===== src/rtl/addr_buff_pkg.sv =====
// Shared types and width helpers for the banked address-buffer read sequencer.
package addr_buff_pkg;

  typedef enum logic [1:0] {IDLE, READ, DRAIN, DONE} rd_state_t;

  localparam int FIFO_DEPTH = 2;

  function automatic int addr_w(input int depth);
    return (depth > 1) ? $clog2(depth) : 1;
  endfunction

  function automatic int bank_w(input int bands);
    return (bands > 1) ? $clog2(bands) : 1;
  endfunction

endpackage


===== src/rtl/addr_buff_out_fifo.sv =====
// Two-entry valid/ready output FIFO of {last, data}; the head entry drives the stream directly.
module addr_buff_out_fifo
  import addr_buff_pkg::*;
#(
  parameter int DATA_WIDTH = 10
) (
  input  logic                  clk,
  input  logic                  rst,
  input  logic                  push,
  input  logic [DATA_WIDTH-1:0] push_data,
  input  logic                  push_last,
  output logic                  pop,
  output logic [1:0]            count,
  output logic                  m_valid_o,
  input  logic                  m_ready_i,
  output logic [DATA_WIDTH-1:0] m_data_o,
  output logic                  m_last_o
);

  logic [1:0]          count_q;
  logic [DATA_WIDTH:0] head_q;
  logic [DATA_WIDTH:0] tail_q;
  logic [DATA_WIDTH:0] in_word;

  assign in_word   = {push_last, push_data};
  assign m_valid_o = (count_q != 2'd0);
  assign pop       = m_valid_o && m_ready_i;
  assign count     = count_q;
  assign m_data_o  = head_q[DATA_WIDTH-1:0];
  assign m_last_o  = head_q[DATA_WIDTH];

  // Head entry is the stream output register; it only moves on a pop or a push into an empty slot.
  always_ff @(posedge clk) begin
    if (rst) begin
      count_q <= 2'd0;
      head_q  <= '0;
    end else begin
      unique case ({push, pop})
        2'b10: begin
          count_q <= count_q + 2'd1;
          if (count_q == 2'd0) head_q <= in_word;
        end
        2'b01: begin
          count_q <= count_q - 2'd1;
          if (count_q == 2'd2) head_q <= tail_q;
        end
        2'b11: begin
          if (count_q == 2'd1) head_q <= in_word;
          else if (count_q == 2'd2) head_q <= tail_q;
        end
        default: ;
      endcase
    end
  end

  always_ff @(posedge clk) begin
    if ((push && !pop && count_q == 2'd1) || (push && pop && count_q == 2'd2))
      tail_q <= in_word;
  end

endmodule


===== src/rtl/address_buff_reader.sv =====
// Credit-controlled read sequencer draining the banked address buffer into a valid/ready stream.
// Define ADDR_BUFF_RD_INTERLEAVE_EN for address-major (bank-interleaved) read order.
module address_buff_reader
  import addr_buff_pkg::*;
#(
  parameter  int SRAM_DEPTH = 1024,
  parameter  int BAND_WIDTH = 16,
  parameter  int DATA_WIDTH = 10,
  localparam int AW         = addr_w(SRAM_DEPTH),
  localparam int BW         = bank_w(BAND_WIDTH)
) (
  input  logic                  clk,
  input  logic                  rst,
  input  logic                  start_i,
  input  logic [BW:0]           bank_cnt_i,
  input  logic [AW:0]           bank_len_i,
  output logic                  busy_o,
  output logic                  done_o,
  output logic                  enb_o,
  output logic [AW+BW-1:0]      addrb_o,
  input  logic [DATA_WIDTH-1:0] dob_i,
  output logic                  m_valid_o,
  input  logic                  m_ready_i,
  output logic [DATA_WIDTH-1:0] m_data_o,
  output logic                  m_last_o
);

  rd_state_t      state_q, state_d;
  logic [BW:0]    cnt_q, cnt_clamp;
  logic [AW:0]    len_q, len_clamp;
  logic [BW-1:0]  bank_q;
  logic [AW-1:0]  entry_q;
  logic           vld_p1, last_p1;
  logic [1:0]     fifo_count;
  logic           fifo_pop;
  logic           bank_last, entry_last, rd_last, credit, issue;

  assign cnt_clamp  = (bank_cnt_i > (BW+1)'(BAND_WIDTH)) ? (BW+1)'(BAND_WIDTH) : bank_cnt_i;
  assign len_clamp  = (bank_len_i > (AW+1)'(SRAM_DEPTH)) ? (AW+1)'(SRAM_DEPTH) : bank_len_i;
  assign bank_last  = ({1'b0, bank_q} == cnt_q - (BW+1)'(1));
  assign entry_last = ({1'b0, entry_q} == len_q - (AW+1)'(1));
  assign rd_last    = bank_last && entry_last;

  // A read issued now lands in the FIFO two edges later; only the read already returning is outstanding.
  assign credit  = ({1'b0, fifo_count} + {2'b00, vld_p1} - {2'b00, fifo_pop}) < 3'(FIFO_DEPTH);
  assign issue   = (state_q == READ) && credit;
  assign enb_o   = issue;
  assign addrb_o = {bank_q, entry_q};
  assign busy_o  = (state_q == READ) || (state_q == DRAIN);
  assign done_o  = (state_q == DONE);

  always_comb begin
    state_d = state_q;
    unique case (state_q)
      IDLE:  if (start_i) state_d = (cnt_clamp == '0 || len_clamp == '0) ? DONE : READ;
      READ:  if (issue && rd_last) state_d = DRAIN;
      DRAIN: if (fifo_pop && m_last_o) state_d = DONE;
      DONE:  state_d = IDLE;
      default: state_d = IDLE;
    endcase
  end

  always_ff @(posedge clk) begin
    if (rst) begin
      state_q <= IDLE;
      cnt_q   <= '0;
      len_q   <= '0;
      bank_q  <= '0;
      entry_q <= '0;
      vld_p1  <= 1'b0;
      last_p1 <= 1'b0;
    end else begin
      state_q <= state_d;
      vld_p1  <= issue;
      last_p1 <= issue && rd_last;
      if (state_q == IDLE && start_i && state_d == READ) begin
        cnt_q   <= cnt_clamp;
        len_q   <= len_clamp;
        bank_q  <= '0;
        entry_q <= '0;
      end else if (issue && !rd_last) begin
`ifdef ADDR_BUFF_RD_INTERLEAVE_EN
        if (bank_last) begin
          bank_q  <= '0;
          entry_q <= entry_q + 1'b1;
        end else begin
          bank_q  <= bank_q + 1'b1;
        end
`else
        if (entry_last) begin
          entry_q <= '0;
          bank_q  <= bank_q + 1'b1;
        end else begin
          entry_q <= entry_q + 1'b1;
        end
`endif
      end
    end
  end

  // ---- p1: returning read data enters the output FIFO ----
  addr_buff_out_fifo #(.DATA_WIDTH(DATA_WIDTH)) u_fifo (
    .clk       (clk),
    .rst       (rst),
    .push      (vld_p1),
    .push_data (dob_i),
    .push_last (last_p1),
    .pop       (fifo_pop),
    .count     (fifo_count),
    .m_valid_o (m_valid_o),
    .m_ready_i (m_ready_i),
    .m_data_o  (m_data_o),
    .m_last_o  (m_last_o)
  );

endmodule


===== config.mk =====
export PLATFORM = sky130hd
export DESIGN_NAME = address_buff_reader
export DESIGN_NICKNAME = d
export VERILOG_FILES = /design/src/rtl/addr_buff_pkg.sv /design/src/rtl/addr_buff_out_fifo.sv /design/src/rtl/address_buff_reader.sv
export SDC_FILE = /design/constraint.sdc
export NUM_CORES = 1
export LEC_CHECK = 0
export ABC_AREA = 1
export CAP_MARGIN = 25
export CORE_ASPECT_RATIO = 1.1
export CORE_MARGIN = 2
export CORE_UTILIZATION = 35
export CTS_BUF_LIST = sky130_fd_sc_hd__clkbuf_16
export DETAILED_ROUTE_END_ITERATION = 16
export SLEW_MARGIN = 25
export SYNTH_ARGS = -nofsm -noshare
export SYNTH_HDL_FRONTEND = slang
export SYNTH_HIERARCHICAL = 1
export SYNTH_SLANG_ARGS = --single-unit

===== constraint.sdc =====
create_clock -name clk -period 3.32 [get_ports clk]
set_clock_uncertainty 0.2 [all_clocks]
set_input_delay 0.664 -clock clk [delete_from_list [all_inputs] [get_ports clk]]
set_output_delay 0.664 -clock clk [all_outputs]
set_load 0.01 [all_outputs]

==> flow_metrics.tcl <==
set metrics [dict create \
    antenna_left 0 \
    routed_wl_um 9090 \
    cts.htree.levels 3 \
    worst_setup_path_end_kind "output port" \
    cts_buffers 9 \
    drtPass1Iterations 5 \
    worstPathMaxFanout 3 \
    grt_max_degree 24 \
    path_buf_inv 5 \
    criticalPathCategory "reg -> out" \
    die_x_um 103 \
    grt_overflow 0 \
    cts_tree "yes" \
    fin_crit_ns 3.13 \
    grt_pass1_wl_um 15100 \
    synth-main-ff-cell "dfxtp_1" \
    place.gp.congestion 0.876 \
    ys_top_cells_by_area "dfxtp_1 25%, nand2_1 12%, nor2_1 9.4%" \
    synth_enable_flop_cells 11 \
    max_freq_ghz 0.320 \
    ys_ff_latch 58 \
    dieArea_mm2 0.0117 \
    clock_latency_ns 0.33 \
    syn_area_mm2 0.00380 \
    worstPathRequired_ns 2.46 \
    cp_slowest_cell "fa_2" \
    viasPerCell 4.68 \
    slew_headroom_pct 58.6 \
    hold_ws_ns 0.229 \
    drv_slew 0 \
    nFillCells 1074 \
    power.leakage_nw 2.14 \
    wl_per_cell_um 11.7 \
    pin_count 59 \
    antenna_cells 0 \
    syn-num-nets 610 \
    layout_commonest_cell "nand2_1" \
    areaGrowthSynthToFinish_pct 30.7 \
    core_area_mm2 0.0105 \
    grt_pass1_vias 3369 \
    drcViolationCount 0 \
    yosysTopAreaCellShare_pct 24.8 \
    critPathMaxStageDelay_ns 0.57 \
    path_delay_family "adder cells" \
    powerDensity_mw_per_mm2 651 \
    setup_viol 0 \
    mostFrequentLayoutCells "120 x nand2_1, 93 x nor2_1, 70 x inv_1" \
    drv_cap 0 \
    startpoint_type "flop" \
    cp.arrival_ns 2.26 \
    hold_path.class "reg -> reg" \
    dp_hpwl_um 6790 \
    core.rowCount 39 \
    synthArstFlopShare_pct 0 \
    track_usage_pct 16.2 \
    yosysWarnings 6 \
    clk_path_buf_depth 2 \
    num_vias 3650 \
    avgSynthCellArea_um2 6.76 \
    r2r_setup_slack_ns 0.22 \
    status "complete, no violations" \
    start_util_pct 36.2 \
    tightestPinTransition_ns 0.621 \
    synth_top_area_cell "dfxtp_1" \
    cts_hold_buf 0 \
    clkTransAtPathRegs_ns 0.05 \
    port_buffers 58 \
    nets 680 \
    numClockSinks 58 \
    drt-initial-drc-count 141 \
    synthDistinctLibCells 42 \
    antenna_found_initial 0 \
    die_y_um 113 \
    path_cells "inv_2, ha_2, inv_2, nand2_2, inv_1, ha_1, inv_1, nand2_2, fa_2, and3_4, buf_2" \
    fin_crit_sh_pct 94.2 \
    synth_cells 562 \
    hold_viol 0 \
    ys_seq_area_share_pct 33.5 \
    final_core_util_pct 47.3 \
    irDropWorstVdd_v 0.000236 \
    drive_gt1_share_pct 11.3 \
    root_buffer "clkbuf_16" \
]
[layout make-up]
cell class	instances	area [um2]	share of cell area (%)
Clock inverter	7	118	2.37
Inverter	78	293	5.90
Multi-Input combinational cell	409	2140	43.1
Clock buffer	9	225	4.54
Sequential cell	58	1270	25.6
Tap cell	143	179	3.60
Timing Repair Buffer	76	737	14.8
[power breakdown]
part / internal [mW] / switching, mW
Combinational: 0.569 / 0.682
Clock: 0.731 / 0.334
Sequential: 0.826 / 0.0890
Total: 2.13 / 1.10
[state kept, by name, summed over array words and instances (netlist names)]
name	flops
bank_q	4
cnt_q	5
entry_q	10
last_p1	1
len_q	11
state_q	2
u_fifo/count	2
u_fifo/head_q	11
u_fifo/tail_q	11
vld_p1	1
[kinds of logic after synthesis]
logic type | synth area share (%)
simple gates | 37.9
buf+inv | 10.8
flops | 33.5
compound gates | 7.08
xor+xnor | 4.58
fa+ha+maj | 6.13
[repair_timing]
| item | in CTS | in global routing |
|---|---|---|
| cloned | 0 | 1 |
| pin swaps | 0 | 4 |
| setup buffers | 0 | 1 |
| setup endpoints to repair | 1 | 31 |
| gates resized for setup | 5 | 17 |
[worst register-to-register path, stage by stage, from the launching register on]
cell     delay (ns)
dfxtp_2        0.32
inv_2          0.06
ha_2           0.17
inv_2          0.04
nand2_2        0.05
inv_1          0.05
ha_1           0.26
inv_1          0.07
nand2_2        0.06
fa_2           0.39
o21a_1         0.19
and3_4         0.14
buf_4          0.13
nand3_2        0.07
nand2_1        0.05
nand2_1        0.07
nand2_2        0.07
nor2_4         0.17
nand3_4        0.14
buf_6          0.18
nand3_1        0.07
nand2_1        0.07
[layer usage]
metal	up-vias	wire length (um)	global-route usage (%)
met2	93	4180	26.4
met5	-	0	0
li1	1918	-	-
met3	5	530	4.76
met4	0	67	4.47
met1	1634	4320	20.7
[metrics by stage]
stage	total power [mW]	cell area, um2	TNS (ns)	instances	setup slack, ns
after CTS	3.21	4910	0	778	0.0370
after detailed placement	2.14	4570	-9.21	762	-0.337
after global routing	3.46	4970	-0.0205	780	-0.0187
after floorplan	1.73	3800	0	562	0.0400
final	3.23	4970	0	780	0.193
after global placement	2.11	4570	-7.50	762	-0.308
[worst paths after layout]
| check | from | end | cells after the start |
|---|---|---|---|
| setup / recovery | u_fifo/count[1]$_SDFFE_PP0P_ | enb_o | 11 |
| hold / removal | last_p1$_SDFF_PP0_ | u_fifo/tail_q[10]$_DFFE_PP_ | 0 |
| setup reg to reg | u_fifo/count[1]$_SDFFE_PP0P_ | len_q[2]$_SDFFE_PP0P_ | 21 |
| hold reg to reg | last_p1$_SDFF_PP0_ | u_fifo/tail_q[10]$_DFFE_PP_ | 0 |
[cell usage after synthesis (2+ instances only)]
| library cell | instances |
|---|---|
| nor2_4 | 3 |
| o21ai_0 | 23 |
| buf_2 | 4 |
| nand4_1 | 8 |
| nand3_1 | 60 |
| ha_1 | 17 |
| clkbuf_1 | 3 |
| inv_2 | 5 |
| nand2_1 | 122 |
| edfxtp_1 | 11 |
| nand2_4 | 2 |
| nor3_1 | 6 |
| nand2_2 | 4 |
| xnor2_1 | 11 |
| buf_4 | 5 |
| buf_6 | 4 |
| a21oi_1 | 16 |
| nor2_2 | 4 |
| nor2_1 | 95 |
| nor4_1 | 3 |
| inv_1 | 72 |
| and2_1 | 3 |
| o21ai_1 | 5 |
| nand3b_1 | 2 |
| dfxtp_1 | 47 |
| xor2_1 | 7 |
| or2_2 | 5 |
No activity file was read; power rests on OpenSTA's default activity.
